### config.mk
export PLATFORM = sky130hd
export DESIGN_NAME = alu_multiciclo
export DESIGN_NICKNAME = d
export VERILOG_FILES = /design/src/rtl/alu_pkg.sv /design/src/rtl/alu_muldiv_seq.sv /design/src/rtl/alu_multiciclo.sv
export SDC_FILE = /design/constraint.sdc
export NUM_CORES = 1
export LEC_CHECK = 0
export BUFFER_PORTS_ARGS = -buffer_cell sky130_fd_sc_hd__buf_4
export CORE_MARGIN = 4
export CORE_UTILIZATION = 35
export DETAILED_ROUTE_END_ITERATION = 10
export GPL_ROUTABILITY_DRIVEN = 0
export HOLD_SLACK_MARGIN = 0.05
export PLACE_DENSITY_LB_ADDON = 0.15
export SLEW_MARGIN = 5
export SYNTH_ARGS = -nofsm -noshare
export SYNTH_HDL_FRONTEND = slang
export SYNTH_SLANG_ARGS = --single-unit
### constraint.sdc
create_clock -name clk -period 4.8 [get_ports clk]
set_input_delay 0.96 -clock clk [delete_from_list [all_inputs] [get_ports clk]]
set_output_delay 0.96 -clock clk [all_outputs]
set_load 0.02 [all_outputs]
### src/rtl/alu_pkg.sv
// alu_pkg
// Shared definitions for the multi-cycle ALU and the control unit that
// drives it: op-code encodings and the ALU sequencing state type.
package alu_pkg;

    localparam logic [3:0] OP_AND = 4'b0000;
    localparam logic [3:0] OP_OR  = 4'b0001;
    localparam logic [3:0] OP_ADD = 4'b0010;
    localparam logic [3:0] OP_SUB = 4'b0110;
    localparam logic [3:0] OP_SLT = 4'b0111;
    localparam logic [3:0] OP_XOR = 4'b0101;
    localparam logic [3:0] OP_NOR = 4'b1100;
    localparam logic [3:0] OP_MUL = 4'b1000;
    localparam logic [3:0] OP_DIV = 4'b1010;

    typedef enum logic [1:0] {
        ST_IDLE = 2'd0,
        ST_MUL  = 2'd1,
        ST_DIV  = 2'd2
    } alu_state_e;

    // True for the ops that run over several clocks.
    function automatic logic is_iterative(input logic [3:0] op);
        return (op == OP_MUL) || (op == OP_DIV);
    endfunction

endpackage

### src/rtl/alu_muldiv_seq.sv
// alu_muldiv_seq
// Iterative datapath shared by MUL (shift-add, shift right) and DIV
// (restoring, one quotient bit per clock).
// Ports:
//   clk, rst_n   clock, asynchronous active-low reset
//   go           latch a/b/is_div and start iterating on the next edges
//   is_div       1 = divide a by b, 0 = multiply a by b
//   a, b         operands (a = dividend / multiplicand, b = divisor / multiplier)
//   fin          high in the cycle whose closing edge completes the op
//   hi, lo       result valid while fin is high (product halves or rem/quot)
module alu_muldiv_seq #(
    parameter int unsigned WIDTH = 32,
    parameter int unsigned CNT_W = $clog2(WIDTH) + 1
) (
    input  logic             clk,
    input  logic             rst_n,
    input  logic             go,
    input  logic             is_div,
    input  logic [WIDTH-1:0] a,
    input  logic [WIDTH-1:0] b,
    output logic             fin,
    output logic [WIDTH-1:0] hi,
    output logic [WIDTH-1:0] lo
);

    logic             active_q;
    logic             div_q;
    logic [CNT_W-1:0] cnt_q;
    logic [WIDTH-1:0] opnd_q;    // multiplicand or divisor
    logic [WIDTH-1:0] acc_hi_q;  // partial product high half / remainder
    logic [WIDTH-1:0] acc_lo_q;  // multiplier bits / dividend -> quotient

    logic [WIDTH:0]   mul_sum;
    logic [WIDTH:0]   div_shift;
    logic [WIDTH-1:0] div_trial;
    logic             div_ge;
    logic             div_by_zero;
    logic             last;
    logic [WIDTH-1:0] step_hi;
    logic [WIDTH-1:0] step_lo;

    always_comb begin
        // MUL: add multiplicand into the high half when the current
        // multiplier bit is set, then shift {carry,hi,lo} right by one.
        mul_sum   = {1'b0, acc_hi_q} + (acc_lo_q[0] ? {1'b0, opnd_q} : '0);
        // DIV: shift the next dividend bit into the remainder and subtract
        // the divisor only when it fits (restoring step).
        div_shift = {acc_hi_q, acc_lo_q[WIDTH-1]};
        div_ge    = (div_shift >= {1'b0, opnd_q});
        div_trial = div_shift[WIDTH-1:0] - opnd_q;

        if (div_q) begin
            step_hi = div_ge ? div_trial : div_shift[WIDTH-1:0];
            step_lo = {acc_lo_q[WIDTH-2:0], div_ge};
        end else begin
            step_hi = mul_sum[WIDTH:1];
            step_lo = {mul_sum[0], acc_lo_q[WIDTH-1:1]};
        end

        last        = (cnt_q == CNT_W'(WIDTH - 1));
        div_by_zero = div_q && (opnd_q == '0);
        fin         = active_q && (last || div_by_zero);

        // Divide by zero finishes on the first iteration cycle, before any
        // shifting, so acc_lo_q still holds the dividend.
        if (div_by_zero) begin
            hi = acc_lo_q;
            lo = '1;
        end else begin
            hi = step_hi;
            lo = step_lo;
        end
    end

    always_ff @(posedge clk or negedge rst_n) begin
        if (!rst_n) begin
            active_q <= 1'b0;
            div_q    <= 1'b0;
            cnt_q    <= '0;
            opnd_q   <= '0;
            acc_hi_q <= '0;
            acc_lo_q <= '0;
        end else if (go) begin
            active_q <= 1'b1;
            div_q    <= is_div;
            cnt_q    <= '0;
            opnd_q   <= is_div ? b : a;
            acc_hi_q <= '0;
            acc_lo_q <= is_div ? a : b;
        end else if (active_q) begin
            acc_hi_q <= step_hi;
            acc_lo_q <= step_lo;
            if (fin) begin
                active_q <= 1'b0;
                cnt_q    <= '0;
            end else begin
                cnt_q    <= cnt_q + CNT_W'(1);
            end
        end
    end

endmodule

### src/rtl/alu_multiciclo.sv
// alu_multiciclo
// Multi-cycle EX-stage ALU. Logic/add/sub/compare complete in one clock;
// MUL and DIV iterate over WIDTH clocks in alu_muldiv_seq and load HI/LO.
// Ports:
//   clk, rst_n        clock, asynchronous active-low reset
//   start             request, sampled only while busy=0
//   selector          op code (see alu_pkg)
//   Data1, Data2      operands A and B
//   salida            registered result, held until the next done
//   hi, lo            MUL product halves / DIV remainder and quotient
//   busy              iterative op in progress
//   done              one-cycle pulse when salida (and hi/lo) update
//   zero, overflow    registered flags, updated with done
module alu_multiciclo
    import alu_pkg::*;
#(
    parameter int unsigned WIDTH = 32
) (
    input  logic             clk,
    input  logic             rst_n,
    input  logic             start,
    input  logic [3:0]       selector,
    input  logic [WIDTH-1:0] Data1,
    input  logic [WIDTH-1:0] Data2,
    output logic [WIDTH-1:0] salida,
    output logic [WIDTH-1:0] hi,
    output logic [WIDTH-1:0] lo,
    output logic             busy,
    output logic             done,
    output logic             zero,
    output logic             overflow
);

    localparam int unsigned CNT_W = $clog2(WIDTH) + 1;
    localparam int unsigned MSB   = WIDTH - 1;

    alu_state_e       state_q, state_d;
    logic [WIDTH-1:0] salida_q, salida_d;
    logic [WIDTH-1:0] hi_q, hi_d;
    logic [WIDTH-1:0] lo_q, lo_d;
    logic             done_q, done_d;
    logic             zero_q, zero_d;
    logic             ovf_q, ovf_d;

    logic [WIDTH-1:0] add_res;
    logic [WIDTH-1:0] sub_res;
    logic [WIDTH-1:0] alu_res;
    logic             alu_ovf;

    logic             seq_go;
    logic             seq_fin;
    logic [WIDTH-1:0] seq_hi;
    logic [WIDTH-1:0] seq_lo;

    alu_muldiv_seq #(
        .WIDTH (WIDTH),
        .CNT_W (CNT_W)
    ) u_muldiv (
        .clk    (clk),
        .rst_n  (rst_n),
        .go     (seq_go),
        .is_div (selector == OP_DIV),
        .a      (Data1),
        .b      (Data2),
        .fin    (seq_fin),
        .hi     (seq_hi),
        .lo     (seq_lo)
    );

    // Single-cycle result; MUL/DIV codes fall into the default but are
    // never loaded from here.
    always_comb begin
        add_res = Data1 + Data2;
        sub_res = Data1 - Data2;
        alu_res = Data2;
        alu_ovf = 1'b0;
        case (selector)
            OP_AND: alu_res = Data1 & Data2;
            OP_OR:  alu_res = Data1 | Data2;
            OP_XOR: alu_res = Data1 ^ Data2;
            OP_NOR: alu_res = ~(Data1 | Data2);
            OP_SLT: alu_res = (Data1 < Data2) ? WIDTH'(1) : '0;
            OP_ADD: begin
                alu_res = add_res;
                alu_ovf = (Data1[MSB] == Data2[MSB]) && (add_res[MSB] != Data1[MSB]);
            end
            OP_SUB: begin
                alu_res = sub_res;
                alu_ovf = (Data1[MSB] != Data2[MSB]) && (sub_res[MSB] != Data1[MSB]);
            end
            default: alu_res = Data2;
        endcase
    end

    always_comb begin
        state_d  = state_q;
        salida_d = salida_q;
        hi_d     = hi_q;
        lo_d     = lo_q;
        zero_d   = zero_q;
        ovf_d    = ovf_q;
        done_d   = 1'b0;
        seq_go   = 1'b0;
        case (state_q)
            ST_IDLE: begin
                if (start) begin
                    if (is_iterative(selector)) begin
                        seq_go  = 1'b1;
                        state_d = (selector == OP_DIV) ? ST_DIV : ST_MUL;
                    end else begin
                        salida_d = alu_res;
                        zero_d   = (alu_res == '0);
                        ovf_d    = alu_ovf;
                        done_d   = 1'b1;
                    end
                end
            end
            ST_MUL, ST_DIV: begin
                if (seq_fin) begin
                    hi_d     = seq_hi;
                    lo_d     = seq_lo;
                    salida_d = seq_lo;
                    zero_d   = (seq_lo == '0);
                    ovf_d    = 1'b0;
                    done_d   = 1'b1;
                    state_d  = ST_IDLE;
                end
            end
            default: state_d = ST_IDLE;
        endcase
    end

    always_ff @(posedge clk or negedge rst_n) begin
        if (!rst_n) begin
            state_q  <= ST_IDLE;
            salida_q <= '0;
            hi_q     <= '0;
            lo_q     <= '0;
            done_q   <= 1'b0;
            zero_q   <= 1'b0;
            ovf_q    <= 1'b0;
        end else begin
            state_q  <= state_d;
            salida_q <= salida_d;
            hi_q     <= hi_d;
            lo_q     <= lo_d;
            done_q   <= done_d;
            zero_q   <= zero_d;
            ovf_q    <= ovf_d;
        end
    end

    assign salida   = salida_q;
    assign hi       = hi_q;
    assign lo       = lo_q;
    assign busy     = (state_q != ST_IDLE);
    assign done     = done_q;
    assign zero     = zero_q;
    assign overflow = ovf_q;

endmodule

== After elaboration in Yosys (flattened, before gate mapping) ==
Index checks and enable logic that the tools add are counted.
Widths: inputs -> output; s select.

* Output and inout bits: 100
* Flip-flop bits (word level): 205
* Bits of input ports: 71

* Reductions and logical operators: 18
* Eq/ne operators: 19
* Bitwise logic cells: 4
* $add $sub $neg: 5
* Mux-type cells: 45
* Magnitude comparators: 2

{| class="wikitable"
|+ Operator list
! kind !! count
|-
| $mux 32 || 15
|-
| $pmux 32 s7 || 1
|-
| $logic_not 32->1 || 3
|-
| $pmux 32 s2 || 1
|-
| $sub 32x32->32 || 2
|-
| $add 32x33->33 || 1
|-
| $ge 33x32->1 || 1
|-
| $add 32x32->32 || 1
|-
| $and 32x32->32 || 1
|-
| $lt 32x32->1 || 1
|-
| $not 32->32 || 1
|-
| $or 32x32->32 || 1
|-
| $xor 32x32->32 || 1
|-
| $mux 6 || 3
|-
| $mux 1 || 16
|-
| $eq 4x3->1 const B || 3
|-
| $eq 4x4->1 const B || 3
|-
| $mux 2 || 4
|-
| $ne 2x2->1 const B || 4
|-
| $pmux 1 s2 || 4
|-
| $add 6x1->6 const B || 1
|-
| $eq 6x5->1 const B || 1
|-
| $reduce_bool 2->1 || 3
|-
| $eq 4x1->1 const B || 1
|-
| other kinds (14) || 20
|}

== Logic depth before layout (Yosys ltp) ==
* Depth after elaboration: 7
* Mapped depth: 17
* Depth with buffers taken out: 16

== By module ==
Synthesis repeated with hierarchy kept, for this count alone.

* Cells, all modules: 2689
* Area total of the unflattened synthesis: 21381.8 um^2

{| class="wikitable"
|+ Modules (own cells, without submodules)
! module !! instances !! area an instance (um^2) !! seq. area each (um^2) !! cells each
|-
| alu_multiciclo || 1 || 11058.1 || 2527.4 || 1361
|-
| alu_muldiv_seq || 1 || 10323.7 || 2602.5 || 1328
|}

== Worst setup path before layout ==
No wires, ideal clock.

* Path kind: input to register
* From: input Data1[0]
* To: register zero_q, in the netlist zero
* Path slack: 0.587 ns
* Required time: 4.724 ns
* Setup time: 0.076 ns
* Arrival: 4.137 ns
* Cell stages on the path: 15
* Path through: inv_1 > ha_1 > fa_1 > and2_1 > or3_1 > a32oi_1 > a22oi_1 > or3b_1 > or4b_1 > or4_1 > nor3_2 > nand4b_1 > nor4_1 > nand4_1 > o21ai_1

* Cells in the longest elaborated chain, start to end: 7

{| class="wikitable"
|+ Ends and longest elaborated chain
! element !! RTL line !! source
|-
| from (decl) || alu_multiciclo.sv:23 || <nowiki>input logic [WIDTH-1:0] Data1,</nowiki>
|-
| $lt 32x32->1 / $or 32x32->32 (equally long branches) || alu_multiciclo.sv:82, alu_multiciclo.sv:79, alu_multiciclo.sv:81 ||
|-
| $mux 1 / $not 32->32 (equally long branches) || alu_multiciclo.sv:82, alu_multiciclo.sv:81 ||
|-
| $pmux 32 s7 (*) || alu_multiciclo.sv:77 || <nowiki>case (selector)</nowiki>
|-
| $logic_not 32->1 (*) || alu_multiciclo.sv:112 || <nowiki>zero_d = (alu_res == '0);</nowiki>
|-
| $mux 1 (*) || alu_multiciclo.sv:107 || <nowiki>if (is_iterative(selector)) begin</nowiki>
|-
| $mux 1 (*) || alu_multiciclo.sv:106 || <nowiki>if (start) begin</nowiki>
|-
| $pmux 1 s2 (*) || alu_multiciclo.sv:104 || <nowiki>case (state_q)</nowiki>
|-
| to (signal assigned) || alu_multiciclo.sv:148 || <nowiki>zero_q <= zero_d;</nowiki>
|-
| to (decl) || alu_multiciclo.sv:42 || <nowiki>logic zero_q, zero_d;</nowiki>
|}

Every way passes the cells marked *; elsewhere a longest branch is shown, timed or not. The select of a mux whose other input is x is not followed.
A chain may end at the register's enable or synchronous reset.

== Worst setup path after layout ==
* From: input Data2[1]
* To: register zero_q, in the netlist zero

* Cells in the longest elaborated chain, start to end: 7

{| class="wikitable"
|+ Ends and longest elaborated chain
! element !! RTL line !! source
|-
| from (decl) || alu_multiciclo.sv:24 || <nowiki>input logic [WIDTH-1:0] Data2,</nowiki>
|-
| $lt 32x32->1 / $or 32x32->32 (equally long branches) || alu_multiciclo.sv:82, alu_multiciclo.sv:79, alu_multiciclo.sv:81 ||
|-
| $mux 1 / $not 32->32 (equally long branches) || alu_multiciclo.sv:82, alu_multiciclo.sv:81 ||
|-
| $pmux 32 s7 (*) || alu_multiciclo.sv:77 ||
|-
| $logic_not 32->1 (*) || alu_multiciclo.sv:112 ||
|-
| $mux 1 (*) || alu_multiciclo.sv:107 ||
|-
| $mux 1 (*) || alu_multiciclo.sv:106 ||
|-
| $pmux 1 s2 (*) || alu_multiciclo.sv:104 ||
|}

Marked as above.

==> flow_summary.ini <==
[status]
outcome = completed

[die]
ios = 171
initial_utilization_pct = 35.7
die_w_um = 246
die_h_um = 246
core_region_area_um2 = 55500
rows = 86
die_area_um2 = 60400

[worst_setup_path]
crit_end = zero
start_kind = input port
r2r_setup_slack_ns = 0.54
crit_type = input port to flop
r2r_cells = 16
worstReg2RegStart = u_muldiv.opnd_q[6]
crit_path_start = Data2[1]
critPathCaptureType = flop
reg2reg_to = hi[0]
worst-path-max-fanout = 6
required_ns = 5.25
crit_arrival_ns = 4.88

[sta]
finalHoldViolCount = 0
max_freq_mhz = 226
tightest_slew_ns = 1.12
min_period_ns = 4.43
slew_viol_final = 0
max_slew_margin_pct = 25.3
rsz0062_at_grt = no
setup_viol = 0
period_share_pct = 92.3
final.setup_skew_ns = 0.0269

[clocking]
root_buffer = clkbuf_16
cts.sinks = 205
clkLatencyLatePin_ns = 0.57
cts_max_level = 1
cts_resized = 0
cts_buffers = 25
post_cts_buffers = 0
cts.clk_slew.worst_paths_ns = 0.06
cts.hold.buffers_added = 0
cts_max_path_buffers = 3
cts_tree = yes

[job]
max-cap-violations = 0

[route]
dr_total_vias = 21500
wl_um = 87200
vias_per_cell = 6.07
routedWlPerCell_um = 24.6
antenna_left = 0
drt-pass1-iter-count = 6
drc = 0
drt_iter0_markers = 2514

[global_route]
grt_usage_pct = 27.7
grt_max_degree = 111
grt_antenna_before_repair = 1
grt-ovfl-total = 0
grt_pass1_vias = 20700
grt_pass1_wl_um = 130000

[synthesis]
synthSimpleGateAreaFrac_pct = 19.3
synthArstFlopShare_pct = 100
ys_ff_latch = 205
synthAdderAreaFrac_pct = 11.3
ys_warn_count = 0
muxShareOfSynthArea_pct = 4.99
synth-xor-area-share_pct = 2.70
avgSynthCellArea_um2 = 7.64
synth_area_leader_cell = dfrtp_1
synth_top_area_share_pct = 25.9
synthCells = 2592
synth_edf_count = 0
synth-compound-area-share_pct = 29.7
synthesis.nets = 2840
syn_area_um2 = 19800
synth_area_leaders = dfrtp_1, ha_1, a21oi_1
seq_area_frac_synth_pct = 25.9
ys_types = 84
synth_top_family_by_area = compound AO/OA/AOI/OAI gates
synth_common_cells = nand2_1, nor2_1, a21oi_1, o21ai_0, dfrtp_1
synth.most_common_cell = nand2_1
synth_ff_type = dfrtp_1

[final_layout]
insertedDiodeCount = 0
areaGrowthSynthToFinish_pct = 18.6
regArea_um2 = 5140
nets = 3022
nFillCells = 5757
multi_input_area_um2 = 13500
final_core_util_pct = 42.3
drive_gt1_share_pct = 15.4

[worst_hold_path]
min_path_type = input port to async pin

[pwr]
p_per_area_nw_per_um2 = 701
p_leak_nw = 10.8
ir_drop_mv = 0.341
p_total_w = 0.0165

[place]
portBuffers = 170
dp_hpwl_um = 67400
[layout make-up]
type	instances	area share, %
inverters	148	2.37
clock inverters	16	0.890
flip-flops and latches	205	21.9
clock buffers	30	2.96
multi-input cells	2076	57.6
repair buffers	318	10.3
well taps	748	3.99
[cells by family (layout without fill, tap and decap cells)]
logic type,after synthesis,in the layout
AOI/OAI and AO/OA,915,915
xor gates and xnor gates,61,61
adders and majority gates,177,177
buffers and inverters,311,512
DFF,205,205
muxes,96,96
and+or+nand+nor,827,827
[state kept, by name, indices dropped and copies added (netlist names)]
signal,count
state_q,2
u_muldiv.active_q,1
done,1
zero,1
u_muldiv.acc_hi_q,32
u_muldiv.acc_lo_q,32
salida,32
u_muldiv.div_q,1
u_muldiv.opnd_q,32
overflow,1
lo,32
u_muldiv.cnt_q,6
hi,32
[per-layer routing]
metal / share of wire (%) / wire, um / GRT usage, %
met1: 41 / 36100 / 36.9
met2: 44 / 38700 / 44.0
met3: 7.4 / 6450 / 3.00
met4: 6.8 / 5920 / 15.6
met5: 0 / 0 / 0
[power breakdown]
part,internal (W),switching [W]
Combinational,0.00449,0.00664
Clock,0.00126,0.000840
Sequential,0.00243,0.000804
[worst min-delay path by stage]
stage	start	to
floorplan	state_q[1]	state_q[1]
global placement	salida[5]	salida[5]
detailed placement	salida[2]	salida[2]
CTS	salida[2]	salida[2]
global route	salida[23]	salida[23]
finish	rst_n	hi[18]
[cells in the final DEF, fill, tap and decap left out, types with 8 or more instances in the layout]
cell,netlist,final
a31oi_1,67,67
o21ai_0,224,224
nor4_1,26,25
a211oi_1,23,23
and3_1,20,18
xor2_1,23,23
nor3_1,31,30
mux2_2,21,21
o211ai_1,35,35
inv_1,147,147
nor2_1,245,243
a221o_1,12,12
and2_1,58,58
or2_2,11,11
clkbuf_16,0,25
o31ai_1,13,13
buf_4,1,315
a21o_1,53,53
nand3_1,39,38
a22oi_1,30,30
mux2i_1,75,75
o22ai_1,18,18
o21a_1,15,15
a221oi_1,31,31
a21boi_0,8,8
o221ai_1,24,23
ha_1,173,173
xnor2_1,38,38
nand4_1,19,19
a311oi_1,9,9
dfrtp_1,205,203
nand2_1,294,294
nand2b_1,19,19
o21bai_1,23,23
a21oi_1,239,239
nor2b_1,24,24
[stage by stage]
stage / TNS [ns] / setup WS, ns / hold WS (ns) / std cells / area, um2
detailed placement: -0.0125 / -0.0125 / 0.476 / 3495 / 22600
global route: 0 / 0.287 / 0.520 / 3541 / 23500
floorplan: 0 / 0.587 / 0.497 / 2592 / 19800
CTS: 0 / 0.568 / 0.490 / 3541 / 23500
global placement: -0.123 / -0.123 / 0.472 / 3495 / 22600
finish: 0 / 0.369 / 0.441 / 3541 / 23500
[critical path: stages]
cell and delay, ns:
buf_4 0.15, inv_1 0.10, ha_1 0.34, a211oi_1 0.63
o21a_1 0.32, o21bai_1 0.15, a21bo_2 0.29, o2bb2ai_1 0.26
a211oi_1 0.45, a21oi_1 0.16, a2111oi_0 0.47, a2bb2oi_1 0.22
buf_4 0.16, nor3b_1 0.05, nand4_1 0.10, o21ai_1 0.06
Power figures use the tool's default switching activity.
